`src/rtl/hazard_scoreboard_pkg.sv`:
```
// Shared types and helpers for the hazard/forwarding scoreboard.
// Shadow entries carry a fixed-width wa field so one struct serves any AW up to MAX_AW.
package hazard_pkg;

  localparam int MAX_AW = 8;

  typedef enum logic [1:0] {
    FWD_RF = 2'b00,
    FWD_W  = 2'b01,
    FWD_M  = 2'b10
  } fwd_sel_t;

  typedef struct packed {
    logic              valid;
    logic [MAX_AW-1:0] wa;
    logic              regwrite;
    logic              memtoreg;
    logic              pcsrc;
  } shadow_stage_t;

  function automatic logic [31:0] sat_inc(input logic [31:0] value, input logic [31:0] maxval);
    return (value >= maxval) ? maxval : value + 32'd1;
  endfunction

endpackage

```
`src/rtl/hazard_scoreboard_stage.sv`:
```
// One shadow pipeline stage: a flat register with synchronous reset and clear.
module hz_stage_reg
  import hazard_pkg::*;
#(
  parameter int W = 8
) (
  input  logic         clk,
  input  logic         reset,
  input  logic         i_clear,
  input  logic [W-1:0] i_d,
  output logic [W-1:0] o_q
);

  logic [W-1:0] r_q;

  always_ff @(posedge clk) begin
    if (reset || i_clear) r_q <= '0;
    else                  r_q <= i_d;
  end

  assign o_q = r_q;

endmodule

```
`src/rtl/hazard_scoreboard.sv`:
```
// Hazard and forwarding controller for a 5-stage pipeline; tracks destinations itself
// through a shadow E/M/W pipeline and derives forwarding, stall, flush and event counts.
module hazard_scoreboard
  import hazard_pkg::*;
#(
  parameter int AW     = 4,
  parameter int NREAD  = 2,
  parameter int PC_REG = 15,
  parameter int CNT_W  = 16
) (
  input  logic                clk,
  input  logic                reset,
  input  logic [NREAD*AW-1:0] ra_d,
  input  logic [NREAD-1:0]    ra_used_d,
  input  logic [AW-1:0]       wa_d,
  input  logic                regwrite_d,
  input  logic                memtoreg_d,
  input  logic                pcsrc_d,
  input  logic                branch_taken_e,
  output logic [NREAD*2-1:0]  fwd_sel_e,
  output logic                stall_f,
  output logic                stall_d,
  output logic                flush_d,
  output logic                flush_e,
  output logic [CNT_W-1:0]    stall_cnt,
  output logic [CNT_W-1:0]    flush_cnt
);

  localparam int SW = $bits(shadow_stage_t);
  localparam int EW = SW + NREAD*AW + NREAD;
  localparam logic [AW-1:0] LP_PC = AW'(PC_REG);
  localparam logic [31:0] LP_CMAX = 32'({CNT_W{1'b1}});

  shadow_stage_t       w_d_stage, w_e, w_m, w_w;
  logic [EW-1:0]       w_e_d, w_e_q;
  logic [NREAD*AW-1:0] w_e_ra;
  logic [NREAD-1:0]    w_e_used;
  logic                w_dep, w_ldstall, w_pcpend, w_flush_d, w_flush_e;
  logic                w_unused;
  logic [CNT_W-1:0]    r_stall_cnt, r_flush_cnt;

  assign w_d_stage = '{valid: 1'b1, wa: MAX_AW'(wa_d), regwrite: regwrite_d,
                       memtoreg: memtoreg_d, pcsrc: pcsrc_d};
  assign w_e_d     = {w_d_stage, ra_d, ra_used_d};
  assign w_e       = w_e_q[EW-1 -: SW];
  assign w_e_ra    = w_e_q[NREAD +: NREAD*AW];
  assign w_e_used  = w_e_q[NREAD-1:0];
  assign w_unused  = ^{w_w.memtoreg, w_w.pcsrc};

  hz_stage_reg #(.W(EW)) u_stage_e (
    .clk(clk), .reset(reset), .i_clear(w_flush_e), .i_d(w_e_d), .o_q(w_e_q)
  );

  hz_stage_reg #(.W(SW)) u_stage_m (
    .clk(clk), .reset(reset), .i_clear(1'b0), .i_d(w_e), .o_q(w_m)
  );

  hz_stage_reg #(.W(SW)) u_stage_w (
    .clk(clk), .reset(reset), .i_clear(1'b0), .i_d(w_m), .o_q(w_w)
  );

  always_comb begin
    w_dep = 1'b0;
    for (int i = 0; i < NREAD; i++) begin
      if (ra_used_d[i] && (MAX_AW'(ra_d[i*AW +: AW]) == w_e.wa)) w_dep = 1'b1;
    end
  end

  // A taken branch overrides load-use: the dependent instruction is flushed anyway.
  assign w_ldstall = w_e.valid && w_e.memtoreg && w_e.regwrite && w_dep && !branch_taken_e;
  assign w_pcpend  = pcsrc_d || (w_e.valid && w_e.pcsrc) || (w_m.valid && w_m.pcsrc);
  assign w_flush_d = w_pcpend || branch_taken_e;
  assign w_flush_e = w_ldstall || branch_taken_e;

  for (genvar gi = 0; gi < NREAD; gi++) begin : g_fwd
    logic [AW-1:0] w_ra;
    logic          w_rd_ok, w_hit_m, w_hit_w;

    assign w_ra    = w_e_ra[gi*AW +: AW];
    assign w_rd_ok = w_e_used[gi] && (w_ra != LP_PC);
    assign w_hit_m = w_rd_ok && w_m.valid && w_m.regwrite && (w_m.wa == MAX_AW'(w_ra));
    assign w_hit_w = w_rd_ok && w_w.valid && w_w.regwrite && (w_w.wa == MAX_AW'(w_ra));
    assign fwd_sel_e[gi*2 +: 2] = reset   ? FWD_RF :
                                  w_hit_m ? FWD_M  :
                                  w_hit_w ? FWD_W  : FWD_RF;
  end

  always_ff @(posedge clk) begin
    if (reset) begin
      r_stall_cnt <= '0;
      r_flush_cnt <= '0;
    end else begin
      if (w_ldstall) r_stall_cnt <= CNT_W'(sat_inc(32'(r_stall_cnt), LP_CMAX));
      if (w_flush_d) r_flush_cnt <= CNT_W'(sat_inc(32'(r_flush_cnt), LP_CMAX));
    end
  end

  assign stall_f   = !reset && (w_ldstall || w_pcpend);
  assign stall_d   = !reset && w_ldstall;
  assign flush_d   = !reset && w_flush_d;
  assign flush_e   = !reset && w_flush_e;
  assign stall_cnt = reset ? '0 : r_stall_cnt;
  assign flush_cnt = reset ? '0 : r_flush_cnt;

endmodule

```
`config.mk`:
```
export PLATFORM = sky130hd
export DESIGN_NAME = hazard_scoreboard
export DESIGN_NICKNAME = d
export VERILOG_FILES = /design/src/rtl/hazard_scoreboard_pkg.sv /design/src/rtl/hazard_scoreboard_stage.sv /design/src/rtl/hazard_scoreboard.sv
export SDC_FILE = /design/constraint.sdc
export NUM_CORES = 1
export LEC_CHECK = 0
export ABC_AREA = 1
export BUFFER_PORTS_ARGS = -buffer_cell sky130_fd_sc_hd__buf_4
export CAP_MARGIN = 25
export CORE_UTILIZATION = 62
export DETAILED_ROUTE_END_ITERATION = 10
export GPL_TIMING_DRIVEN = 0
export PLACE_DENSITY = 0.85
export SLEW_MARGIN = 20
export SYNTH_ARGS = -nofsm -noshare
export SYNTH_HDL_FRONTEND = slang
export SYNTH_HIERARCHICAL = 1
export SYNTH_SLANG_ARGS = --single-unit
```
`constraint.sdc`:
```
create_clock -name clk -period 3.92 [get_ports clk]
set_clock_uncertainty 0.1 [all_clocks]
set_input_delay 0 -clock clk [delete_from_list [all_inputs] [get_ports clk]]
set_output_delay 0 -clock clk [all_outputs]
set_load 0.1 [all_outputs]
```
* Word level (Yosys, flattened, before mapping)
Index checks and enable logic that the tools add are counted.
Word-level totals: memory bits (read-only) 0, flip-flop bits (word level) 78, bits in latches 0, memories 0, logic and storage cells 65, bits of input ports 20, output and inout bits 40, bits in writable memories 0
Cells by class: reductions and logical operators 34, $lt $le $gt $ge 2, shift operators 0, $mul 0, add/subtract/negate cells 2, bitwise operators 0, div/mod/pow operators 0, mux-type cells 13, equal/unequal tests 8
Operator list (count):
- 16-bit 2-to-1 mux | 4
- 16-bit by 1-bit adder with 16-bit output (second input constant) | 2
- 8-bit by 4-bit equality test with 1-bit output | 4
- 16-bit >= comparator (second input constant) | 2
- 1-bit logical AND | 26
- 22-bit 2-to-1 mux | 1
- 4-bit by 8-bit equality test with 1-bit output | 2
- 2-bit 2-to-1 mux | 4
- 4-bit inequality test (second input constant) | 2
- 1-bit logical OR | 6
- 1-bit 2-to-1 mux | 4
- 1-bit logical NOT | 2

* Logic depth before layout (Yosys ltp)
depth after elaboration 9, gate-level depth with buffers 12

* By module
The synthesis kept the hierarchy.
By module, submodules not included:
- hazard_scoreboard | cells an instance 455, instances 1, area each 2710.1 um^2
- hz_stage_reg at u_stage_m ... | cells an instance 40, instances 2, area each 385.4 um^2
- hz_stage_reg at u_stage_e | cells an instance 71, instances 1, area each 701.9 um^2

* Least setup slack after synthesis
No wires, ideal clock.
kind register -> output, start point register u_stage_m.r_q[11] (netlist: u_stage_m/o_q[11]), end point output fwd_sel_e[3], data required time 3.820 ns, arrival 2.722 ns, path buffers 0, stages on the path, launching flop included 7, path slack 1.098 ns, cells stage by stage dfxtp_1 nand2_1 inv_1 o21ai_0 nor2_1 o2111ai_1 nor3_1
Between the ends: longest elaborated chain between the ends 5
RTL lines:
- start, declared | RTL line hazard_scoreboard_stage.sv:14 | logic [W-1:0] r_q;
- start signal, assigned | RTL line hazard_scoreboard_stage.sv:18 | else r_q <= i_d;
- 1-bit logical AND (3 in series) | RTL line hazard_scoreboard.sv:81 | assign w_hit_m = w_rd_ok && w_m.valid && w_m.regwrite && (w_m.wa == MAX_AW'(w_ra));
- 2-bit 2-to-1 mux | RTL line hazard_scoreboard.sv:84 | w_hit_m ? FWD_M :
- 2-bit 2-to-1 mux | RTL line hazard_scoreboard.sv:83 | assign fwd_sel_e[gi*2 +: 2] = reset ? FWD_RF :
- end, declared | RTL line hazard_scoreboard.sv:20 | output logic [NREAD*2-1:0] fwd_sel_e,
No other way between the ends.

* Final worst setup path
start point input reset, end point output flush_e
Between the ends: longest elaborated chain between the ends 2
RTL lines:
- start, declared | RTL line hazard_scoreboard.sv:12 | input logic reset,
- 1-bit logical NOT | RTL line hazard_scoreboard.sv:101 | assign flush_e = !reset && w_flush_e;
- 1-bit logical AND | RTL line hazard_scoreboard.sv:101
- end, declared | RTL line hazard_scoreboard.sv:24 | output logic flush_e,
No other way between the ends.

==> results_dict.tcl <==
set metrics [dict create \
    cp.arrival_ps 2190 \
    worstPathRequired_ps 3820 \
    post-place-ws_ps 2198 \
    drt_wl_total_mm 10.06 \
    syn_to_final_growth_pct 23.51 \
    grt_usage_pct 30.21 \
    intPower_w 0.001191 \
    ant_nets 0 \
    avgSynthCellArea_sq_um 6.855 \
    dr.pass1.iters 5 \
    p_sw_share_pct 25.80 \
    tightestPinTransition_ps 562.4 \
    power_w 0.001605 \
    endpoint_kind "output pin" \
    holdCritPathClass "in -> reg" \
    post_cts_resized 0 \
    path_buf_inv 6 \
    rsz0062_at_grt "no" \
    max_freq_mhz 436.3 \
    grt_pass1_vias 3716 \
    fp.dieW_microns 83.25 \
    leakagePower_nw 2.311 \
    p_comb_share_pct 9.8 \
    critPathLaunchType "primary input" \
    fp-row-count 29 \
    clock-sinks 75 \
    nets 713 \
    core_area_sq_um 6350 \
    drtIter0Drc 287 \
    start_util_pct 64.45 \
    portBuffers 59 \
    critPathTopFamily "buffers and inverters" \
    post_drt_wl_per_cell_microns 13.03 \
    crit_fanout 10 \
    htree_levels 3 \
    peakVddDrop_v 0.0002696 \
    slew_headroom_pct 62.51 \
    globalplace.congestion 0.8820 \
    setup_viol 0 \
    switchingPower_w 0.0004139 \
    outcome "finished, final reports clean" \
    synthesis.area_sq_um 4093 \
    postCtsSetupBuffers 0 \
    setup_tns_ps 0 \
    maxCapViolations 0 \
    final_cells 772 \
    drc 0 \
    timing.final.crit_share_pct 58.47 \
    powerDensity_nw_per_um2 317.5 \
    layout_setup_ws_ps 1628 \
    cts_tree "done" \
    seqPwrFrac_pct 49.2 \
    drive_gt1_share_pct 21.87 \
    final_hold_viol_count 0 \
    vias 3994 \
    syn_inst 597 \
    die_y_microns 83.25 \
    crit_type "in -> out" \
    period_needed_ps 2292 \
    insertedDiodeCount 0 \
    clk_latency_ps 360 \
    crit_chain "dlygate4sd3_1 -> buf_4 -> buf_2 -> clkbuf_1 -> clkbuf_1 -> a21oi_1 -> buf_4" \
    clk_pin_slew_worst_paths_ps 80 \
    antenna_found_initial 0 \
    io_pins 60 \
    dp_cells 738 \
    via_per_inst 5.174 \
    cp_slowest_stage_delay_ps 530 \
    cts_buffers 9 \
    ys_warn_count 6 \
    slowest_stage "dlygate4sd3_1" \
    die-area_sq_um 6930 \
    clockPowerShare_pct 41.0 \
    clock-root-buffer "clkbuf_8" \
    overflow 0 \
    grt_max_degree 14 \
    clock_path_buffers 2 \
    dp_hpwl_mm 6.707 \
    grt_pass1_wl_mm 16.91 \
    utilization_pct 79.61 \
    slew_viol_final 0 \
]
==> metal layers <==
layer,up-vias,global-route usage (%),wire [microns]
li1,2004,-,-
met1,1780,38.56,4257
met2,181,50.75,4884
met3,29,5.964,732
met4,0,10.66,188
met5,-,0,0
==> flip-flops by register name, indices dropped and copies added (netlist names) <==
name	cells
u_stage_e/o_q	22
r_stall_cnt	16
r_flush_cnt	16
u_stage_m/o_q	11
u_stage_w/o_q	10
==> path summary, 6_finish.rpt <==
kind,slack [ps],end,startpoint,depth (start not counted)
hold reg to reg,330,u_stage_w/o_q[9]$_SDFF_PP0_,u_stage_m/o_q[9]$_SDFF_PP0_,2
hold / removal,310,u_stage_e/o_q[11]$_SDFF_PP0_,memtoreg_d,4
setup reg to reg,2080,u_stage_e/o_q[5]$_SDFF_PP0_,u_stage_e/o_q[15]$_SDFF_PP0_,12
setup / recovery,1630,flush_e,reset,7
==> placed cells by master (no fill, tap or decap), types with 4 or more instances in the layout <==
cell and instances:
a21oi_1 28, buf_4 59, buf_6 6, clkbuf_8 9, conb_1 7, dfxtp_1 75
dlygate4sd3_1 19, inv_1 118, inv_2 6, nand2_1 97, nand2_2 6, nand3_1 27
nand3b_1 4, nand4_1 17, nor2_1 87, nor2_2 39, nor2_4 6, nor3_1 10
o21ai_0 15, xnor2_1 5, xor2_1 17
==> through the flow <==
| step | hold WS (ps) | instance area [sq um] |
|---|---|---|
| 2_1_floorplan | 26.50 | 4111 |
| 3_3_place_gp | 121.7 | 4651 |
| 3_5_place_dp | 127.8 | 4651 |
| 4_1_cts | 300.2 | 5055 |
| 5_1_grt | 305.8 | 5055 |
| 6_report | 314.4 | 5055 |
==> tightest hold or removal path: cells and delay by family <==
kind          cells  cell delay [ps]
buf+inv           3              650
simple gates      1               80
==> layout make-up <==
class / count / area (sq um)
Buffer: 13 / 97.59
Clock buffer: 9 / 123.9
Clock inverter: 6 / 90.09
Fill cell: 450 / 1295
Inverter: 124 / 465.4
Multi-Input combinational cell: 390 / 2047
Sequential cell: 75 / 1501
Tap cell: 77 / 96.34
Timing Repair Buffer: 78 / 633.1
==> repair_timing <==
action	in CTS	in global routing
endpoints found under the hold margin	25	0
endpoints found under the setup margin	0	0
hold buffers	19	0
==> power by group through the flow <==
stage	combinational, W	clock (W)	sequential [W]
after detailed placement	0.000136	0	0.000806
after global routing	0.000169	0.000701	0.000791
final	0.000157	0.000658	0.000789
after CTS	0.000152	0.000663	0.000788
after floorplan	0.0000972	0	0.000802
after global placement	0.000133	0	0.000806
Power figures use the tool's default switching activity.
